## config.mk

```make
export PLATFORM = sky130hd
export DESIGN_NAME = spi_bus_arbiter
export DESIGN_NICKNAME = d
export VERILOG_FILES = /design/src/rtl/spi_arb_pkg.sv /design/src/rtl/spi_bus_arbiter_shift_engine.sv /design/src/rtl/spi_bus_arbiter.sv
export SDC_FILE = /design/constraint.sdc
export NUM_CORES = 1
export LEC_CHECK = 0
export ABC_CLOCK_PERIOD_IN_PS = 5200
export BUFFER_PORTS_ARGS = -buffer_cell sky130_fd_sc_hd__buf_2
export CAP_MARGIN = 20
export CORE_AREA = 4 4 91 93
export CTS_BUF_LIST = sky130_fd_sc_hd__clkbuf_4 sky130_fd_sc_hd__clkbuf_8 sky130_fd_sc_hd__clkbuf_16
export CTS_CLUSTER_DIAMETER = 80
export DETAILED_ROUTE_END_ITERATION = 6
export DIE_AREA = 0 0 95 97
export MAX_ROUTING_LAYER = met4
export PLACE_DENSITY = 0.77
export SYNTH_ARGS = -nofsm -noshare
export SYNTH_HDL_FRONTEND = slang
export SYNTH_HIERARCHICAL = 1
export SYNTH_SLANG_ARGS = --single-unit
```

## constraint.sdc

```tcl
create_clock -name clk -period 5.2 [get_ports clk]
set_input_delay 0.52 -clock clk [delete_from_list [all_inputs] [get_ports clk]]
set_output_delay 0.52 -clock clk [all_outputs]
set_load 0.02 [all_outputs]
```

## src/rtl/spi_arb_pkg.sv

```systemverilog
// Shared types and constants for the peripheral SPI bus arbiter and its shift engine.
package spi_arb_pkg;

    localparam int         FRAME_BITS_DEF = 16;
    localparam logic [7:0] CS_NONE        = 8'hFF;

    typedef enum logic [2:0] {
        ST_IDLE      = 3'd0,
        ST_MCU       = 3'd1,
        ST_INT_SETUP = 3'd2,
        ST_INT_SHIFT = 3'd3,
        ST_INT_HOLD  = 3'd4
    } arb_state_e;

    typedef enum logic [1:0] {
        PH_IDLE  = 2'd0,
        PH_SETUP = 2'd1,
        PH_SHIFT = 2'd2,
        PH_HOLD  = 2'd3
    } eng_phase_e;

endpackage

```

## src/rtl/spi_bus_arbiter_shift_engine.sv

```systemverilog
// Internal mode-0 SPI master: chip-select setup, FRAME_BITS MSB-first shift, chip-select hold.
module spi_shift_engine
    import spi_arb_pkg::*;
#(
    parameter int DIV        = 4,
    parameter int FRAME_BITS = FRAME_BITS_DEF
) (
    input  logic                  clk,
    input  logic                  rst_n,
    input  logic                  start,
    input  logic [FRAME_BITS-1:0] wdata,
    input  logic                  miso,
    output logic                  sclk,
    output logic                  mosi,
    output logic                  busy,
    output logic                  setup_end,
    output logic                  shift_end,
    output logic                  hold_end,
    output logic                  done,
    output logic [FRAME_BITS-1:0] rdata
);

    localparam int HALVES = 2 * FRAME_BITS;
    localparam int HW     = $clog2(HALVES);

    eng_phase_e            phase_q, phase_d;
    logic [7:0]            div_cnt_q, div_cnt_d;
    logic [HW-1:0]         half_cnt_q, half_cnt_d;
    logic                  sclk_q, sclk_d;
    logic                  done_q, done_d;
    logic [FRAME_BITS-1:0] tx_q, tx_d;
    logic [FRAME_BITS-1:0] rx_q, rx_d;
    logic [FRAME_BITS-1:0] rdata_q, rdata_d;
    logic                  div_end;
    logic                  last_half;

    assign div_end   = (div_cnt_q == 8'(DIV - 1));
    assign last_half = (half_cnt_q == HW'(HALVES - 1));

    always_comb begin
        phase_d    = phase_q;
        div_cnt_d  = div_cnt_q;
        half_cnt_d = half_cnt_q;
        sclk_d     = sclk_q;
        tx_d       = tx_q;
        rx_d       = rx_q;
        rdata_d    = rdata_q;
        done_d     = 1'b0;
        case (phase_q)
            PH_IDLE: begin
                if (start) begin
                    phase_d   = PH_SETUP;
                    div_cnt_d = 8'd0;
                    sclk_d    = 1'b0;
                    tx_d      = wdata;
                end
            end
            PH_SETUP: begin
                if (div_end) begin
                    phase_d    = PH_SHIFT;
                    div_cnt_d  = 8'd0;
                    half_cnt_d = '0;
                end else begin
                    div_cnt_d = div_cnt_q + 8'd1;
                end
            end
            PH_SHIFT: begin
                if (div_end) begin
                    div_cnt_d  = 8'd0;
                    sclk_d     = ~sclk_q;
                    half_cnt_d = half_cnt_q + 1'b1;
                    // Low half ends with the sampling edge, high half with the shifting edge.
                    if (!sclk_q) begin
                        rx_d = {rx_q[FRAME_BITS-2:0], miso};
                    end else begin
                        tx_d = {tx_q[FRAME_BITS-2:0], 1'b0};
                    end
                    if (last_half) begin
                        phase_d = PH_HOLD;
                        sclk_d  = 1'b0;
                    end
                end else begin
                    div_cnt_d = div_cnt_q + 8'd1;
                end
            end
            PH_HOLD: begin
                if (div_end) begin
                    phase_d   = PH_IDLE;
                    div_cnt_d = 8'd0;
                    done_d    = 1'b1;
                    rdata_d   = rx_q;
                end else begin
                    div_cnt_d = div_cnt_q + 8'd1;
                end
            end
            default: phase_d = PH_IDLE;
        endcase
    end

    always_ff @(posedge clk or negedge rst_n) begin
        if (!rst_n) begin
            phase_q    <= PH_IDLE;
            div_cnt_q  <= 8'd0;
            half_cnt_q <= '0;
            sclk_q     <= 1'b0;
            done_q     <= 1'b0;
            tx_q       <= '0;
            rx_q       <= '0;
            rdata_q    <= '0;
        end else begin
            phase_q    <= phase_d;
            div_cnt_q  <= div_cnt_d;
            half_cnt_q <= half_cnt_d;
            sclk_q     <= sclk_d;
            done_q     <= done_d;
            tx_q       <= tx_d;
            rx_q       <= rx_d;
            rdata_q    <= rdata_d;
        end
    end

    assign sclk      = sclk_q;
    assign mosi      = tx_q[FRAME_BITS-1];
    assign busy      = (phase_q != PH_IDLE);
    assign setup_end = (phase_q == PH_SETUP) && div_end;
    assign shift_end = (phase_q == PH_SHIFT) && div_end && last_half;
    assign hold_end  = (phase_q == PH_HOLD) && div_end;
    assign done      = done_q;
    assign rdata     = rdata_q;

endmodule

```

## src/rtl/spi_bus_arbiter.sv

```systemverilog
// Shares the peripheral SPI bus between MCU pass-through and the internal master.
// Optional MCU ownership watchdog is built when SPI_ARB_WDOG_EN is defined.
module spi_bus_arbiter
    import spi_arb_pkg::*;
#(
    parameter int DIV         = 4,
    parameter int FRAME_BITS  = FRAME_BITS_DEF,
    parameter int WDOG_CYCLES = 1_000_000
) (
    input  logic                  clk,
    input  logic                  rst_n,
    input  logic                  mcu_cs_n,
    input  logic                  mcu_special_n,
    input  logic                  mcu_sclk,
    input  logic                  mcu_mosi,
    output logic                  mcu_miso,
    input  logic [7:0]            reg_mux,
    input  logic                  int_req,
    input  logic [2:0]            int_sel,
    input  logic [FRAME_BITS-1:0] int_wdata,
    output logic                  int_gnt,
    output logic                  int_done,
    output logic [FRAME_BITS-1:0] int_rdata,
    output logic [7:0]            per_cs_n,
    output logic                  per_sclk,
    output logic                  per_mosi,
    input  logic [7:0]            per_miso,
    output logic                  err_collide,
    input  logic                  clr_err
);

    arb_state_e state_q, state_d;
    logic [1:0] cs_sync_q, spec_sync_q;
    logic       cs_prev_q;
    logic [2:0] sel_q, sel_d;
    logic       gnt_q, gnt_d;
    logic       err_q, err_d;
    logic       block_q, block_d;
    logic       cs_s, spec_s, cs_fall, in_int, collide, mcu_req, take_int;
    logic       wdog_trip, wdog_set;
    logic       eng_sclk, eng_mosi, eng_busy, eng_setup_end, eng_shift_end, eng_hold_end;

    assign cs_s    = cs_sync_q[1];
    assign spec_s  = spec_sync_q[1];
    assign cs_fall = cs_prev_q & ~cs_s;
    assign in_int  = (state_q == ST_INT_SETUP) || (state_q == ST_INT_SHIFT) ||
                     (state_q == ST_INT_HOLD);
    // Register-bank accesses (special_n low) never contend for the bus, so they never collide.
    assign collide  = in_int && cs_fall && spec_s;
    assign mcu_req  = !cs_s && spec_s && (reg_mux != 8'h00) && !block_q;
    assign take_int = (state_q == ST_IDLE) && !mcu_req && int_req && !eng_busy;

`ifdef SPI_ARB_WDOG_EN
    localparam int WW = $clog2(WDOG_CYCLES + 1);
    logic [WW-1:0] wdog_cnt_q, wdog_cnt_d;
    logic          wdog_trip_q, wdog_trip_d;

    always_comb begin
        wdog_cnt_d  = wdog_cnt_q;
        wdog_trip_d = wdog_trip_q;
        if (state_q != ST_MCU) begin
            wdog_cnt_d  = '0;
            wdog_trip_d = 1'b0;
        end else if (!wdog_trip_q) begin
            wdog_cnt_d = wdog_cnt_q + 1'b1;
            if (wdog_cnt_d == WW'(WDOG_CYCLES)) wdog_trip_d = 1'b1;
        end
    end

    always_ff @(posedge clk or negedge rst_n) begin
        if (!rst_n) begin
            wdog_cnt_q  <= '0;
            wdog_trip_q <= 1'b0;
        end else begin
            wdog_cnt_q  <= wdog_cnt_d;
            wdog_trip_q <= wdog_trip_d;
        end
    end

    assign wdog_trip = wdog_trip_q;
    assign wdog_set  = wdog_trip_d & ~wdog_trip_q;
`else
    logic wdog_unused;
    assign wdog_unused = (WDOG_CYCLES == 0);
    assign wdog_trip   = 1'b0;
    assign wdog_set    = 1'b0;
`endif

    // Next-state logic
    always_comb begin
        state_d = state_q;
        case (state_q)
            ST_IDLE: begin
                if (mcu_req)       state_d = ST_MCU;
                else if (take_int) state_d = ST_INT_SETUP;
            end
            ST_MCU:       if (cs_s)          state_d = ST_IDLE;
            ST_INT_SETUP: if (eng_setup_end) state_d = ST_INT_SHIFT;
            ST_INT_SHIFT: if (eng_shift_end) state_d = ST_INT_HOLD;
            ST_INT_HOLD:  if (eng_hold_end)  state_d = ST_IDLE;
            default:                         state_d = ST_IDLE;
        endcase
    end

    always_comb begin
        sel_d   = take_int ? int_sel : sel_q;
        gnt_d   = take_int;
        block_d = block_q;
        if (cs_s)    block_d = 1'b0;
        if (collide) block_d = 1'b1;
        err_d = err_q;
        if (collide || wdog_set) err_d = 1'b1;
        else if (clr_err)        err_d = 1'b0;
    end

    always_ff @(posedge clk or negedge rst_n) begin
        if (!rst_n) begin
            state_q     <= ST_IDLE;
            cs_sync_q   <= 2'b11;
            spec_sync_q <= 2'b11;
            cs_prev_q   <= 1'b1;
            sel_q       <= 3'd0;
            gnt_q       <= 1'b0;
            err_q       <= 1'b0;
            block_q     <= 1'b0;
        end else begin
            state_q     <= state_d;
            cs_sync_q   <= {cs_sync_q[0], mcu_cs_n};
            spec_sync_q <= {spec_sync_q[0], mcu_special_n};
            cs_prev_q   <= cs_s;
            sel_q       <= sel_d;
            gnt_q       <= gnt_d;
            err_q       <= err_d;
            block_q     <= block_d;
        end
    end

    // Output muxing; MCU paths stay combinational from the raw pins.
    always_comb begin
        per_cs_n = CS_NONE;
        per_sclk = 1'b0;
        per_mosi = 1'b0;
        case (state_q)
            ST_MCU: begin
                per_cs_n = (mcu_cs_n || wdog_trip) ? CS_NONE : ~reg_mux;
                per_sclk = mcu_sclk;
                per_mosi = mcu_mosi;
            end
            ST_INT_SETUP, ST_INT_SHIFT: begin
                per_cs_n = ~(8'b1 << sel_q);
                per_sclk = eng_sclk;
                per_mosi = eng_mosi;
            end
            ST_INT_HOLD: begin
                per_sclk = eng_sclk;
                per_mosi = eng_mosi;
            end
            default: ;
        endcase
    end

    assign mcu_miso    = (state_q == ST_MCU) && |(reg_mux & per_miso);
    assign int_gnt     = gnt_q;
    assign err_collide = err_q;

    spi_shift_engine #(
        .DIV        (DIV),
        .FRAME_BITS (FRAME_BITS)
    ) u_engine (
        .clk       (clk),
        .rst_n     (rst_n),
        .start     (take_int),
        .wdata     (int_wdata),
        .miso      (per_miso[sel_q]),
        .sclk      (eng_sclk),
        .mosi      (eng_mosi),
        .busy      (eng_busy),
        .setup_end (eng_setup_end),
        .shift_end (eng_shift_end),
        .hold_end  (eng_hold_end),
        .done      (int_done),
        .rdata     (int_rdata)
    );

endmodule

```

# After elaboration in Yosys (flattened, before gate mapping)
# Cells that the tools add are included.
# op_classes
div_mod_pow	0
eq_ne	20
n_shift	1
bitwise_logic	6
n_mux	39
multipliers	0
reduce_logical	38
add_sub_neg	2
magnitude_cmp	1
# ops
op	count
two-way mux 16 bit	3
case mux 16 bit (2 select lines)	1
case mux 8 bit (2 select lines)	2
two-way mux 8 bit	3
two-way mux 3 bit	6
inverter 8 bit	2
case mux 3 bit (5 select lines)	1
logical AND 1 bit	13
two-way mux 1 bit	10
two-way mux 2 bit	5
two-way mux 5 bit	2
inequality test 2 x 1 -> 1 bit (second input constant)	5
inequality test 2 bit (second input constant)	5
case mux 5 bit (2 select lines)	1
AND reduction 5 bit	2
nonzero test 2 bit	5
AND reduction 3 bit	3
adder 8 x 1 -> 8 bit (second input constant)	1
AND 8 bit	1
== test 8 x 2 -> 1 bit (second input constant)	1
case mux 2 bit (4 select lines)	1
nonzero test 8 bit	1
OR reduction 8 bit	1
<< shifter 1 x 3 -> 8 bit (first input constant)	1
21 further kinds	31
# totals
regBits	79
word_cells	123
mem_count	0
ramBits	0
mem_bits_ro	0
latch_bits	0
out_inout_bits	30

# Logic depth before layout (Yosys ltp)
# depth
ltp_word	11
mapped_depth	12
ltp_nobuf	9

# Cells and area by module
# Netlist, hierarchy kept.
# by_module_without_submodules
mod	n_inst	area_each_um2	cells_per_inst
spi_shift_engine	1	3116.7	265
spi_bus_arbiter	1	865.8	83

# Least setup slack after synthesis
# Ideal clock, no wire load.
# synth_timing
path_type	register to register
start	register u_engine.phase_q[0]
end	register u_engine.tx_q[10]
arrival_ns	2.482
n_path_buf	3
synth_period_minus_slack_ns	2.610
required_ns	5.071
path_stages_with_launch	13
path_slack_ns	2.590
path_cell_list	dfrtp_1 inv_1 ha_1 buf_2 clkinv_1 nor2b_1 and3_1 buf_6 mux2i_1 nor2_1 clkbuf_1 a22oi_1 nand3_1
# synth_via
elab_chain_cells	5
word_cells_on_any_way	11
# synth_rtl
element	line	text
start, declared	spi_bus_arbiter_shift_engine.sv:26	eng_phase_e phase_q, phase_d;
start signal, assigned	spi_bus_arbiter_shift_engine.sv:111	phase_q <= phase_d;
nonzero test 2 bit	spi_bus_arbiter_shift_engine.sv:124	assign busy = (phase_q != PH_IDLE);
via eng_busy	spi_bus_arbiter.sv:41	logic eng_sclk, eng_mosi, eng_busy, eng_setup_end, eng_shift_end, eng_hold_end;
logical NOT 1 bit	spi_bus_arbiter.sv:51	assign take_int = (state_q == ST_IDLE) && !mcu_req && int_req && !eng_busy;
logical AND 1 bit	spi_bus_arbiter.sv:51	
via gnt_d	spi_bus_arbiter.sv:36	logic gnt_q, gnt_d;
inequality test 2 bit (no line)	n/a	
AND reduction 4 bit (no line)	n/a	
end signal, assigned	spi_bus_arbiter_shift_engine.sv:116	tx_q <= tx_d;
end, declared	spi_bus_arbiter_shift_engine.sv:31	logic [FRAME_BITS-1:0] tx_q, tx_d;
# The timed path passes the listed nets, and every way through them passes these cells.
# A chain may end at the register's enable or synchronous reset.

# Final worst setup path
# layout_timing
start	register u_engine.phase_q[0]
end	register u_engine.tx_q[6]
# layout_via
elab_chain_cells	5
word_cells_on_any_way	11
# layout_rtl
element	line
nonzero test 2 bit	spi_bus_arbiter_shift_engine.sv:124
via eng_busy	spi_bus_arbiter.sv:41
logical NOT 1 bit	spi_bus_arbiter.sv:51
logical AND 1 bit	spi_bus_arbiter.sv:51
inequality test 2 bit (no line)	n/a
AND reduction 4 bit (no line)	n/a
# The timed path passes the listed nets, and every way through them passes these cells.

==> run summary <==
Run status -> completed
Worst setup margin -> 1.78 ns
Mapped Avg Cell Area -> 11.4 µm²
Period Utilization, post-route -> 65.8%
Leakage -> 2.17 nW
Final Max Tran Viols -> 0
Layout area overhead -> 15.2%
Slew HR -> 35.0%
Num rows -> 32
Clock Sink Count -> 79
Buf/Inv on CP -> 3
CTS tree -> yes
GRT Total Usage -> 20.0%
Final antenna-violating net count -> 0
Die Area -> 0.00922 mm²
Synth top area share -> 46.5%
Ranking of synthesized cells by area -> dfrtp_1, mux2_2, nand3_1
Yosys reg bits -> 79
Tightest Pin Transition -> 0.976 ns
Clk_lat worst skew -> 0.34 ns
Fin cells -> 523
Synthesized cell area -> 0.00398 mm²
Yosys top cell by area -> dfrtp_1
CP startpoint -> u_engine/phase_q[0]
WP data arrival -> 3.68 ns
Diodes inserted -> 0
WS Path Type -> reg -> reg
Total CTS buffers -> 9
Crit-path max FO -> 19
Vias in the first global route -> 2994
Clock Path Buffers -> 2
Fmax -> 292 MHz
Overflow left after global routing -> 0
DR vias/cell -> 5.75
Clock-pin slew on the worst setup and hold paths -> 0.08 ns
EDFF count, synth -> 0
Seq/Total Area, Yosys -> 49.8%
Starting density of the core -> 52.9%
Synth warn -> 6
Top_reg_cell synth -> dfrtp_1
Ys async rst share -> 100%
CP Capture Type -> flip-flop
Overall power -> 2.30 mW
Tmin final -> 3.42 ns
Crit-path max cell delay -> 0.73 ns
Worst clock skew -> 0.0156 ns
First-pass GRT wire length -> 14.5 mm
Most common cell in the netlist -> dfrtp_1
Worst path required time -> 5.46 ns
Die height -> 97 µm
TNS Setup -> 0 ns
Critical-path cell list -> inv_1 > ha_1 > clkinv_1 > nor2b_1 > and3_1 > mux2i_1 > buf_4 > nor2_1 > a22oi_1 > o211ai_1
RSZ-0062 raised after global routing -> no
Number of buffers added on ports -> 72
Synthesized instance count -> 348
Yosys cell types -> 56
HP Class -> in -> reg
Post-CTS Setup Inserts -> 0
Largest net degree at the start of global routing -> 80
WL final -> 8.44 mm
Syn nets -> 399
Worst setup SP type -> flip-flop
Layout net count -> 467
Setup-failing EPs final -> 0
Final Core Density -> 60.9%
DR DRC count -> 0
Drt first pass iters -> 4
Post-cts resize count -> 0
DP Worst Slack -> 1.84 ns
Fin. Hold Viols -> 0
Clock Tree Root -> clkbuf_8
Initial antenna violation count -> 0
Ratio of cells with drive above 1 in the final layout -> 35.4%
Slowest cell on crit path -> nor2_1
MaxCap Viol Count -> 0
Delay-heaviest family, CP -> simple AND/OR/NAND/NOR gates
Post-synth top cells -> dfrtp_1, nand3_1, mux2_2, a22oi_1
Dpl cells -> 507
First-iteration detailed-routing DRC count -> 143
GP Congestion -> 0.879
Final hold slack -> 0.299 ns
Dpl cell area -> 0.00440 mm²
FF-to-FF Start -> u_engine/phase_q[0]
Via Count -> 3005
Die X -> 95 µm
Ports -> 73
Worst hold start -> mcu_cs_n
Final Cell Area -> 0.00459 mm²
Core box area -> 0.00753 mm²
PD cells -> 501 mW/mm²
CTS H-tree depth -> 3
Hold buffers post-CTS -> 0
Drt wl/cell -> 16.1 µm
Max VDD drop -> 0.303 mV
DPL Wire Length -> 5.92 mm
==> area by class of cell <==
class | instances | area [µm²]
clock buffers | 10 | 138
clock inverters | 6 | 51.3
fillers | 646 | 2940
inverters | 10 | 37.5
multi-input cells | 242 | 1870
flip-flops and latches | 79 | 1980
well taps | 102 | 128
repair buffers | 74 | 378
==> power by group <==
| part | switching (mW) | internal (mW) |
|---|---|---|
| registers | 0.178 | 0.772 |
| clock network | 0.232 | 0.192 |
| logic | 0.522 | 0.404 |
==> cells in the final DEF, fill, tap and decap left out, types with 9 or more instances in the layout <==
| cell | netlist | final |
|---|---|---|
| dfrtp_1 | 74 | 74 |
| a22oi_1 | 22 | 22 |
| nand3_1 | 49 | 49 |
| mux2_4 | 13 | 13 |
| buf_2 | 3 | 71 |
| mux2_2 | 26 | 26 |
| o21ai_0 | 10 | 10 |
| inv_1 | 9 | 9 |
| clkbuf_8 | 0 | 10 |
| nand2_1 | 13 | 13 |
| nor2_1 | 12 | 12 |
==> sequential cells by signal (all words and copies together), names as in the netlist <==
name                 count
u_engine/done            1
u_engine/rx_q           16
err_collide              1
u_engine/half_cnt_q      5
spec_sync_q              2
u_engine/div_cnt_q       8
block_q                  1
cs_sync_q                2
u_engine/rdata          16
sel_q                    3
state_q                  3
u_engine/tx_q           16
u_engine/sclk            1
cs_prev_q                1
int_gnt                  1
u_engine/phase_q         2
==> routing by layer <==
metal | vias to the layer above | share of wire (%) | GRT usage [%]
met5 | - | 0 | -
met2 | 67 | 52 | 30.4
met3 | 7 | 3.4 | 3.11
met4 | 0 | 0.92 | 6.33
met1 | 1493 | 44 | 27.6
li1 | 1438 | - | -
==> path summary, 6_finish.rpt <==
check	endpoint	cells after the start	slack, ns
worst max-delay path	u_engine/tx_q[6]	10	1.78
max in group asynchronous	u_engine/half_cnt_q[0]	1	4.24
worst min-delay path	cs_sync_q[0]	1	0.30
worst min register to register	spec_sync_q[1]	0	0.35
worst max register to register	u_engine/tx_q[6]	10	1.78
min in group asynchronous	u_engine/phase_q[1]	1	0.32
==> cells by family (layout without fill, tap and decap cells) <==
logic type	Yosys count	in the layout	share of synthesized area, %
xor gates and xnor gates	2	2	0.440
muxes	44	44	14.5
AOI/OAI and AO/OA	68	68	12.2
buffers and inverters	27	100	3.20
DFF	79	79	49.8
adders and majority gates	8	8	2.51
and+or+nand+nor	120	120	17.3
No activity file was read; power rests on OpenSTA's default activity.
